--- config.mk ---
export PLATFORM = sky130hd
export DESIGN_NAME = load_store_unit
export DESIGN_NICKNAME = d
export VERILOG_FILES = /design/src/rtl/lsu_pkg.sv /design/src/rtl/lsu_align.sv /design/src/rtl/load_store_unit.sv
export SDC_FILE = /design/constraint.sdc
export NUM_CORES = 1
export LEC_CHECK = 0
export BUFFER_PORTS_ARGS = -buffer_cell sky130_fd_sc_hd__buf_2
export CELL_PAD_IN_SITES_DETAIL_PLACEMENT = 2
export CELL_PAD_IN_SITES_GLOBAL_PLACEMENT = 2
export CORE_MARGIN = 8
export CORE_UTILIZATION = 33
export DETAILED_ROUTE_END_ITERATION = 16
export PLACE_DENSITY = 0.89
export SKIP_CTS_REPAIR_TIMING = 1
export SLEW_MARGIN = 0
export SYNTH_ARGS = -nofsm -noshare
export SYNTH_HDL_FRONTEND = slang
export SYNTH_HIERARCHICAL = 1
export SYNTH_SLANG_ARGS = --single-unit
--- constraint.sdc ---
create_clock -name clk -period 3.2 [get_ports clk]
set_clock_uncertainty 0.2 [all_clocks]
set_input_delay 0.48 -clock clk [delete_from_list [all_inputs] [get_ports clk]]
set_output_delay 0.48 -clock clk [all_outputs]
set_load 0.02 [all_outputs]
--- src/rtl/lsu_pkg.sv ---
// rtl/lsu_pkg.sv - shared types and access predicates for the load/store unit
package lsu_pkg;

    typedef enum logic [2:0] {
        F3_LB  = 3'd0,
        F3_LH  = 3'd1,
        F3_LW  = 3'd2,
        F3_LBU = 3'd4,
        F3_LHU = 3'd5
    } load_f3_e;

    typedef enum logic [2:0] {
        F3_SB = 3'd0,
        F3_SH = 3'd1,
        F3_SW = 3'd2
    } store_f3_e;

    typedef enum logic [1:0] {
        ST_IDLE    = 2'd0,
        ST_ACCESS  = 2'd1,
        ST_ACCESS2 = 2'd2,
        ST_RESP    = 2'd3
    } state_e;

    // size is funct3[1:0]: 0 byte, 1 halfword, 2 word
    function automatic logic is_misaligned(input logic [1:0] size, input logic [1:0] off);
        return ((size == 2'd1) && (off == 2'd3)) || ((size == 2'd2) && (off != 2'd0));
    endfunction

    function automatic logic f3_is_legal(input logic store, input logic [2:0] f3);
        if (store)
            return (f3 == F3_SB) || (f3 == F3_SH) || (f3 == F3_SW);
        return (f3 == F3_LB) || (f3 == F3_LH) || (f3 == F3_LW) ||
               (f3 == F3_LBU) || (f3 == F3_LHU);
    endfunction

endpackage

--- src/rtl/lsu_align.sv ---
// rtl/lsu_align.sv - byte-lane store rotation, lane masks, and load extraction/extension
module lsu_align (
    input  logic [31:0] i_wdata,
    input  logic [1:0]  i_size,
    input  logic [1:0]  i_off,
    input  logic        i_unsigned,
    input  logic [23:0] i_hi,
    input  logic [31:0] i_lo,
    output logic [31:0] o_wdata,
    output logic [3:0]  o_mask_lo,
    output logic [3:0]  o_mask_hi,
    output logic [31:0] o_rdata
);
    logic [7:0]  w_mask8;
    logic [7:0]  w_base;
    logic [31:0] w_src;

    always_comb begin
        o_wdata = i_wdata;
        w_src   = i_lo;
        case (i_off)
            2'd1: begin
                o_wdata = {i_wdata[23:0], i_wdata[31:24]};
                w_src   = {i_hi[7:0], i_lo[31:8]};
            end
            2'd2: begin
                o_wdata = {i_wdata[15:0], i_wdata[31:16]};
                w_src   = {i_hi[15:0], i_lo[31:16]};
            end
            2'd3: begin
                o_wdata = {i_wdata[7:0], i_wdata[31:8]};
                w_src   = {i_hi[23:0], i_lo[31:24]};
            end
            default: ;
        endcase
    end

    // Lanes past byte 3 spill into the second word of a split access
    always_comb begin
        case (i_size)
            2'd0:    w_base = 8'h01;
            2'd1:    w_base = 8'h03;
            default: w_base = 8'h0F;
        endcase
        w_mask8   = w_base << i_off;
        o_mask_lo = w_mask8[3:0];
        o_mask_hi = w_mask8[7:4];
    end

    always_comb begin
        case (i_size)
            2'd0:    o_rdata = i_unsigned ? {24'd0, w_src[7:0]}  : {{24{w_src[7]}}, w_src[7:0]};
            2'd1:    o_rdata = i_unsigned ? {16'd0, w_src[15:0]} : {{16{w_src[15]}}, w_src[15:0]};
            default: o_rdata = w_src;
        endcase
    end

endmodule

--- src/rtl/load_store_unit.sv ---
// rtl/load_store_unit.sv - RV32I load/store initiator to word memory; LSU_MISALIGNED_EN enables split misaligned accesses
module load_store_unit
    import lsu_pkg::*;
(
    input  logic        clk,
    input  logic        rst_n,
    input  logic        req_valid,
    output logic        req_ready,
    input  logic        req_store,
    input  logic [2:0]  req_funct3,
    input  logic [31:0] req_addr,
    input  logic [31:0] req_wdata,
    output logic        resp_valid,
    output logic [31:0] resp_data,
    output logic        resp_err,
    output logic        mem_cs,
    output logic        mem_wr_en,
    output logic        mem_rd_en,
    output logic [31:0] mem_addr,
    output logic [31:0] mem_wdata,
    output logic [3:0]  mem_mask,
    input  logic [31:0] mem_rdata
);
    state_e      r_state;
    logic        r_store;
    logic [2:0]  r_funct3;
    logic [1:0]  r_off;
    logic        r_resp_valid;
    logic [31:0] r_resp_data;
    logic        r_resp_err;
    logic        r_mem_cs;
    logic        r_mem_wr_en;
    logic        r_mem_rd_en;
    logic [31:0] r_mem_addr;
    logic [31:0] r_mem_wdata;
    logic [3:0]  r_mem_mask;
`ifdef LSU_MISALIGNED_EN
    logic        r_split;
    logic [3:0]  r_mask_hi;
    logic [31:0] r_lo;
`endif

    logic        w_idle;
    logic        w_err;
    logic        w_last;
    logic [1:0]  w_size;
    logic [1:0]  w_off;
    logic [23:0] w_ext_hi;
    logic [31:0] w_ext_lo;
    logic [31:0] w_al_wdata;
    logic [3:0]  w_mask_lo;
    logic [3:0]  w_mask_hi;
    logic [31:0] w_rdata;

    assign w_idle = (r_state == ST_IDLE);
    assign w_size = w_idle ? req_funct3[1:0] : r_funct3[1:0];
    assign w_off  = w_idle ? req_addr[1:0]   : r_off;

`ifdef LSU_MISALIGNED_EN
    assign w_err    = !f3_is_legal(req_store, req_funct3);
    assign w_last   = (r_state == ST_ACCESS2) || !r_split;
    assign w_ext_hi = (r_state == ST_ACCESS2) ? mem_rdata[23:0] : 24'd0;
    assign w_ext_lo = (r_state == ST_ACCESS2) ? r_lo : mem_rdata;
`else
    assign w_err    = !f3_is_legal(req_store, req_funct3) ||
                      is_misaligned(req_funct3[1:0], req_addr[1:0]);
    assign w_last   = 1'b1;
    assign w_ext_hi = 24'd0;
    assign w_ext_lo = mem_rdata;
`endif

    lsu_align u_align (
        .i_wdata    (req_wdata),
        .i_size     (w_size),
        .i_off      (w_off),
        .i_unsigned (r_funct3[2]),
        .i_hi       (w_ext_hi),
        .i_lo       (w_ext_lo),
        .o_wdata    (w_al_wdata),
        .o_mask_lo  (w_mask_lo),
        .o_mask_hi  (w_mask_hi),
        .o_rdata    (w_rdata)
    );

    always_ff @(posedge clk or negedge rst_n) begin
        if (!rst_n) begin
            r_state      <= ST_IDLE;
            r_store      <= 1'b0;
            r_funct3     <= 3'd0;
            r_off        <= 2'd0;
            r_resp_valid <= 1'b0;
            r_resp_data  <= 32'd0;
            r_resp_err   <= 1'b0;
            r_mem_cs     <= 1'b1;
            r_mem_wr_en  <= 1'b1;
            r_mem_rd_en  <= 1'b0;
            r_mem_addr   <= 32'd0;
            r_mem_wdata  <= 32'd0;
            r_mem_mask   <= 4'd0;
`ifdef LSU_MISALIGNED_EN
            r_split      <= 1'b0;
            r_mask_hi    <= 4'd0;
            r_lo         <= 32'd0;
`endif
        end else begin
            case (r_state)
                ST_IDLE: begin
                    r_resp_valid <= 1'b0;
                    r_resp_err   <= 1'b0;
                    r_resp_data  <= 32'd0;
                    if (req_valid) begin
                        r_store  <= req_store;
                        r_funct3 <= req_funct3;
                        r_off    <= req_addr[1:0];
                        if (w_err) begin
                            r_state      <= ST_RESP;
                            r_resp_valid <= 1'b1;
                            r_resp_err   <= 1'b1;
                        end else begin
                            r_state     <= ST_ACCESS;
                            r_mem_cs    <= 1'b0;
                            r_mem_wr_en <= ~req_store;
                            r_mem_rd_en <= ~req_store;
                            r_mem_addr  <= {req_addr[31:2], 2'b00};
                            r_mem_wdata <= w_al_wdata;
`ifdef LSU_MISALIGNED_EN
                            r_mem_mask  <= w_mask_lo;
                            r_mask_hi   <= w_mask_hi;
                            r_split     <= is_misaligned(req_funct3[1:0], req_addr[1:0]);
`else
                            // upper lanes are empty for any access that reaches memory unsplit
                            r_mem_mask  <= w_mask_lo | w_mask_hi;
`endif
                        end
                    end
                end
`ifdef LSU_MISALIGNED_EN
                ST_ACCESS2,
`endif
                ST_ACCESS: begin
`ifdef LSU_MISALIGNED_EN
                    if (r_state == ST_ACCESS)
                        r_lo <= mem_rdata;
                    if (!w_last) begin
                        r_state    <= ST_ACCESS2;
                        r_mem_addr <= r_mem_addr + 32'd4;
                        r_mem_mask <= r_mask_hi;
                    end else
`endif
                    begin
                        r_state      <= ST_RESP;
                        r_mem_cs     <= 1'b1;
                        r_mem_wr_en  <= 1'b1;
                        r_mem_rd_en  <= 1'b0;
                        r_mem_addr   <= 32'd0;
                        r_mem_wdata  <= 32'd0;
                        r_mem_mask   <= 4'd0;
                        r_resp_valid <= 1'b1;
                        r_resp_err   <= 1'b0;
                        r_resp_data  <= r_store ? 32'd0 : w_rdata;
                    end
                end
                ST_RESP: begin
                    r_state      <= ST_IDLE;
                    r_resp_valid <= 1'b0;
                    r_resp_err   <= 1'b0;
                    r_resp_data  <= 32'd0;
                end
                default: r_state <= ST_IDLE;
            endcase
        end
    end

    assign req_ready  = w_idle;
    assign resp_valid = r_resp_valid;
    assign resp_data  = r_resp_data;
    assign resp_err   = r_resp_err;
    assign mem_cs     = r_mem_cs;
    assign mem_wr_en  = r_mem_wr_en;
    assign mem_rd_en  = r_mem_rd_en;
    assign mem_addr   = r_mem_addr;
    assign mem_wdata  = r_mem_wdata;
    assign mem_mask   = r_mem_mask;

endmodule
# After elaboration in Yosys (flattened, before gate mapping)

Index checks and enable logic that the tools add are counted.

Bits in registers: 113
Input port bits: 103
Output and inout bits: 106
Logic and storage cells: 88

Equal/unequal tests: 15
Shifts and indexed selects: 1
Multiplexer cells: 36
Bitwise operators: 2
Reduce and logical (&&, ||, !) cells: 21

Operators with widths:

| cell                                                                   | count |
|---|---|
| 32-bit case mux with 2 select lines                                    | 4 |
| 32-bit 2-to-1 mux                                                      | 7 |
| 32-bit case mux with 3 select lines                                    | 2 |
| 4-bit case mux with 2 select lines                                     | 2 |
| 2-bit equality test (second input constant)                            | 5 |
| 1-bit 2-to-1 mux                                                       | 9 |
| 2-bit by 1-bit equality test with 1-bit output (second input constant) | 4 |
| 2-bit 2-to-1 mux                                                       | 4 |
| 4-bit 2-to-1 mux                                                       | 2 |
| 1-bit case mux with 2 select lines                                     | 4 |
| 2-bit nonzero test                                                     | 4 |
| 4-bit by 2-bit left shift with 8-bit output                            | 1 |
| 3-bit equality test (second input constant)                            | 2 |
| 1-bit logical OR                                                       | 6 |
| 2-bit zero test                                                        | 2 |
| 2-bit inequality test (second input constant)                          | 2 |
| 4-bit bitwise OR                                                       | 1 |
| 2-bit case mux with 2 select lines                                     | 1 |
| 2-bit OR reduction                                                     | 2 |
| 3-bit by 1-bit equality test with 1-bit output (second input constant) | 1 |
| 3-bit by 2-bit equality test with 1-bit output (second input constant) | 1 |
| 3-bit zero test                                                        | 1 |
| 1-bit case mux with 3 select lines                                     | 1 |
| 3-bit AND reduction                                                    | 1 |
| other kinds (5)                                                        | 6 |

# Longest topological paths before layout

Depth after elaboration: 11
Mapped depth: 12
Gate-level depth less buffers: 8

# Hierarchy

Netlist, hierarchy kept.

By module, submodules not included:

| module          | instances | cells each | area an instance (µm²) | seq. area each (µm²) |
|---|---|---|---|---|
| load_store_unit | 1         | 297        | 4277.9                 | 2780.2 |
| lsu_align       | 1         | 163        | 1960.6                 | 0.0 |

# Least setup slack after synthesis

No wires, ideal clock.

Path kind: register to register
Start point: reg r_state[0]
End point: reg r_resp_data[23], in the netlist resp_data[23]
Library setup time: 0.121 ns
Arrival time: 2.423 ns
Required time: 2.879 ns
Path slack: 0.456 ns
Cell stages (with the launch flop): 12
Path buffers: 3
Clock period less this slack: 2.744 ns
Cell sequence: dfrtp_1 > inv_1 > ha_1 > buf_2 > mux2_2 > buf_6 > mux2_4 > o221ai_2 > o21bai_4 > buf_6 > nand2_1 > a22o_1

Word-level cells in the longest chain between the ends: 8
Elaborated cells between the ends (all ways): 18
Those cells by class: eq/ne (6); mux (8); reduce/logical (4)

Ends and longest elaborated chain:

| item                                                                                         | RTL line                         | RTL |
|---|---|---|
| start, declared                                                                              | load_store_unit.sv:24            | `state_e r_state;` |
| start signal, assigned                                                                       | load_store_unit.sv:87            | `r_state <= ST_IDLE;` |
| start signal, assigned                                                                       | load_store_unit.sv:116           | `r_state <= ST_RESP;` |
| start signal, assigned                                                                       | load_store_unit.sv:120           | `r_state <= ST_ACCESS;` |
| 2-bit zero test *                                                                            | load_store_unit.sv:55            | `assign w_idle = (r_state == ST_IDLE);` |
| via req_ready                                                                                | load_store_unit.sv:8             | `output logic req_ready,` |
| 2-bit 2-to-1 mux *                                                                           | load_store_unit.sv:57            | `assign w_off = w_idle ? req_addr[1:0] : r_off;` |
| via w_off[0]                                                                                 | load_store_unit.sv:47            | `logic [1:0] w_off;` |
| 2-bit equality test / 2-bit by 1-bit equality test with 1-bit output (equally long branches) | lsu_align.sv:21                  | `case (i_off)` |
| 32-bit case mux with 3 select lines *                                                        | lsu_align.sv:21                  |  |
| 32-bit 2-to-1 mux (on tied branches)                                                         | lsu_align.sv:53, lsu_align.sv:52 |  |
| 32-bit case mux with 2 select lines *                                                        | lsu_align.sv:51                  | `case (i_size)` |
| via w_rdata[23]                                                                              | load_store_unit.sv:53            | `logic [31:0] w_rdata;` |
| 32-bit 2-to-1 mux *                                                                          | load_store_unit.sv:160           | `r_resp_data <= r_store ? 32'd0 : w_rdata;` |
| 32-bit case mux with 2 select lines *                                                        | load_store_unit.sv:106           | `case (r_state)` |
| end signal, assigned                                                                         | load_store_unit.sv:160           |  |
| end, declared                                                                                | load_store_unit.sv:29            | `logic [31:0] r_resp_data;` |

The timed path passes the listed nets; every way through them passes the cells marked *.
A chain may end at the register's enable or synchronous reset.

# Final worst setup path

Start point: reg r_state[0]
End point: reg r_mem_wdata[31], in the netlist mem_wdata[31]

Word-level cells in the longest chain between the ends: 7
Elaborated cells between the ends (all ways): 14
Those cells by class: eq/ne (6); mux (5); reduce/logical (3)

Ends and longest elaborated chain:

| item                                                                                         | RTL line               | RTL |
|---|---|---|
| 2-bit zero test *                                                                            | load_store_unit.sv:55  |  |
| 2-bit 2-to-1 mux *                                                                           | load_store_unit.sv:57  |  |
| via w_off[1]                                                                                 | load_store_unit.sv:47  |  |
| 2-bit equality test / 2-bit by 1-bit equality test with 1-bit output (equally long branches) | lsu_align.sv:21        |  |
| 32-bit case mux with 3 select lines *                                                        | lsu_align.sv:21        |  |
| via w_al_wdata[31]                                                                           | load_store_unit.sv:50  | `logic [31:0] w_al_wdata;` |
| 32-bit 2-to-1 mux *                                                                          | load_store_unit.sv:115 | `if (w_err) begin` |
| 32-bit 2-to-1 mux *                                                                          | load_store_unit.sv:111 | `if (req_valid) begin` |
| 32-bit case mux with 2 select lines *                                                        | load_store_unit.sv:106 |  |
| end signal, assigned                                                                         | load_store_unit.sv:125 | `r_mem_wdata <= w_al_wdata;` |
| end, declared                                                                                | load_store_unit.sv:35  | `logic [31:0] r_mem_wdata;` |

The timed path passes the listed nets; every way through them passes the cells marked *. The select of a mux whose other input is x is not followed.

==> results.yml <==
status:
  outcome: "finished, final reports clean"
clock_tree:
  cts_tree: "done"
  cts.sinks: 111
  clk_path_buf_depth: 2
  cts_buffers: 9
  cts_root_buf: "clkbuf_16"
  clkLatencyLatePin_ps: 350
  clk_pin_slew_ps: 70
  htreeDepth: 3
route:
  drt_iter0_markers: 254
  maxUsedRoutingLayer: "met5"
  drc: 0
  vias_per_cell: 5.69
  first_pass_iters: 5
  met3_length_mm: 2.01
  via_count: 5256
  drt-total-wl_mm: 23.1
  post_drt_wl_per_cell_um: 25.0
  met1Wirelength_mm: 9.52
  antenna_left: 0
  wl_met2_mm: 11.0
floorplanning:
  floorplan.initialDensity_pct: 33.5
  coreArea_um2: 18600
  pin_count: 209
  die_w_um: 153
  die_h_um: 153
  num_rows: 50
  dieArea_um2: 23600
timing:
  worst_slew_pin_slew_ps: 950
  final.min_clock_period_ps: 2940
  min_period_over_period_pct: 91.9
  setup-violations-final: 0
  finalHoldViolCount: 0
  max_freq_ghz: 0.340
  fin_ws_ps: 261
  slew_viol_final: 0
  max_slew_margin_pct: 36.7
  rsz0062_at_grt: "no"
  fin_tns_setup_ps: 0
layout:
  layout_common_cells: "buf_2 (205), dfrtp_1 (109), a32o_1 (62)"
  final_common_cell: "buf_2"
  areaGrowthSynthToFinish_pct: 26.2
  seq_area_um2: 2780
  final_cell_count_no_fill: 923
  drive_gt1_share_pct: 45.6
  multiInputGateArea_um2: 3300
  fillers: 1935
  nNetsFinal: 789
worst_setup_path:
  crit_path_end_kind: "flip-flop"
  r2r_slack_ps: 260
  crit_start: "r_state[0]$_DFFE_PN0P_"
  required_ps: 3230
  arrival_ps: 2970
  worst_setup_path_start_kind: "flip-flop"
  path_max_fanout: 47
  r2r_start: "r_state[0]$_DFFE_PN0P_"
  rr_worst_depth: 6
  worstReg2RegEnd: "mem_wdata[31]$_DFFE_PN0P_"
  path_class: "reg -> reg"
place:
  dp.cells: 904
  dp_slack_ps: 235
  numPortBuffers: 206
  gp_congestion: 0.834
  place_hpwl_mm: 17.5
hold_path:
  hp-start: "req_store"
  hold_path_depth: 2
  whs_endpoint: "mem_wr_en$_DFFE_PN1P_"
  hold_path.class: "in -> reg"
synth:
  yosysWarnings: 6
  async_reset_ff_share_pct: 100
  ys.flop_type: "dfrtp_1"
  synth_edf_count: 0
  synth_cell_types: 43
  avgSynthCellArea_um2: 13.6
  synth_area_um2: 6240
  yosysSeqAreaShare_pct: 44.6
  synth-seq-cells: 111
  netlist_instances: 460
global_route:
  grt_start_max_net_pins: 66
  grt_pass1_wl_mm: 35.6
  gr-total-overflow: 0
  grtUsageTotal_pct: 19.2
  grt_pass1_vias: 5747
  antenna_found_initial: 6
power_and_ir_drop:
  peakVddDrop_mv: 0.401
  pwr_density_cell_nw_per_um2: 1070
  power.leakage_uw: 0.00389
run:
  maxCapViolCount: 0
[Yosys cell counts, drive strengths merged (2+ instances only)]
master	instances	area share, %
dfstp	2	0.84
mux2	11	2.0
nor2	10	0.60
clkbuf	21	1.3
ha	4	0.80
buf	34	4.1
dfrtp	109	44
o211ai	3	0.44
a32o	62	9.9
nand3	5	0.40
mux4	61	22
nand2b	2	0.20
inv	7	0.42
a22o	33	4.6
a21oi	5	0.40
mux2i	6	0.96
and2	2	0.20
o21a	2	0.24
nand2	46	2.8
o21ai	18	1.4
conb	2	0.12
nor3	2	0.34
nand3b	2	0.30
[metrics by stage]
step / cell area (um^2) / hold WS, ps / utilization (%) / power, uW
3_3_place_gp: 7590 / 169 / 40.7 / 7100
2_1_floorplan: 6420 / -15.6 / - / 5950
5_1_grt: 7870 / 109 / 42.2 / 8960
4_1_cts: 7860 / -213 / 42.2 / 8540
6_report: 7880 / 123 / 42.2 / 8430
3_5_place_dp: 7590 / 177 / 40.7 / 7450
[final cells by class]
| class | instances | share of cell area (%) |
|---|---|---|
| Multi-Input combinational cell | 335 | 41.9 |
| Clock inverter | 5 | 0.445 |
| Timing Repair Buffer | 218 | 15.3 |
| Inverter | 7 | 0.334 |
| Sequential cell | 111 | 35.3 |
| Clock buffer | 11 | 2.96 |
| Antenna cell | 2 | 0.0636 |
| Tap cell | 234 | 3.72 |
[sequential cells by signal (all words and copies together) (netlist names), 2 cells and up]
signal	count
mem_mask	4
resp_data	32
r_funct3	3
r_off	2
mem_wdata	32
r_state	2
mem_addr	30
[worst max-delay path, stage by stage, from the launching register on]
cell	delay [ps]
dfrtp_1	420
inv_1	100
ha_1	380
mux2_4	540
buf_12	330
mux4_2	580
a32o_1	240
[power by group]
group          switching, uW  internal [uW]
combinational           2870           2200
sequential               356           1960
clock                    515            531
total                   3740           4690
[per-layer routing]
layer | track usage (%) | vias up
met4 | 6.39 | 10
met2 | 31.1 | 251
li1 | - | 2244
met5 | 0 | -
met1 | 23.7 | 2713
met3 | 6.42 | 38
[worst max-delay path by stage]
stage                                      endpoint  slack [ps]  cells past startpoint
final                     mem_wdata[31]$_DFFE_PN0P_         260                      6
after detailed placement  mem_wdata[31]$_DFFE_PN0P_         230                      6
after global placement    mem_wdata[26]$_DFFE_PN0P_         430                      6
after global routing      resp_data[31]$_DFFE_PN0P_          80                      8
after floorplan           resp_data[23]$_DFFE_PN0P_         460                     11
after CTS                 mem_wdata[31]$_DFFE_PN0P_         220                      6
[logic make-up (layout without fill, tap and decap cells)]
group	count (synthesis)	count (layout)	share of synthesized area (%)
compound gates	130	130	18.4
flops	111	111	44.6
mux	78	78	25.0
simple gates	73	73	5.23
buf+inv	62	241	5.82
fa+ha+maj	4	4	0.802
other cells	2	52	0.120
Note: power is estimated with default switching activity, not from simulation.
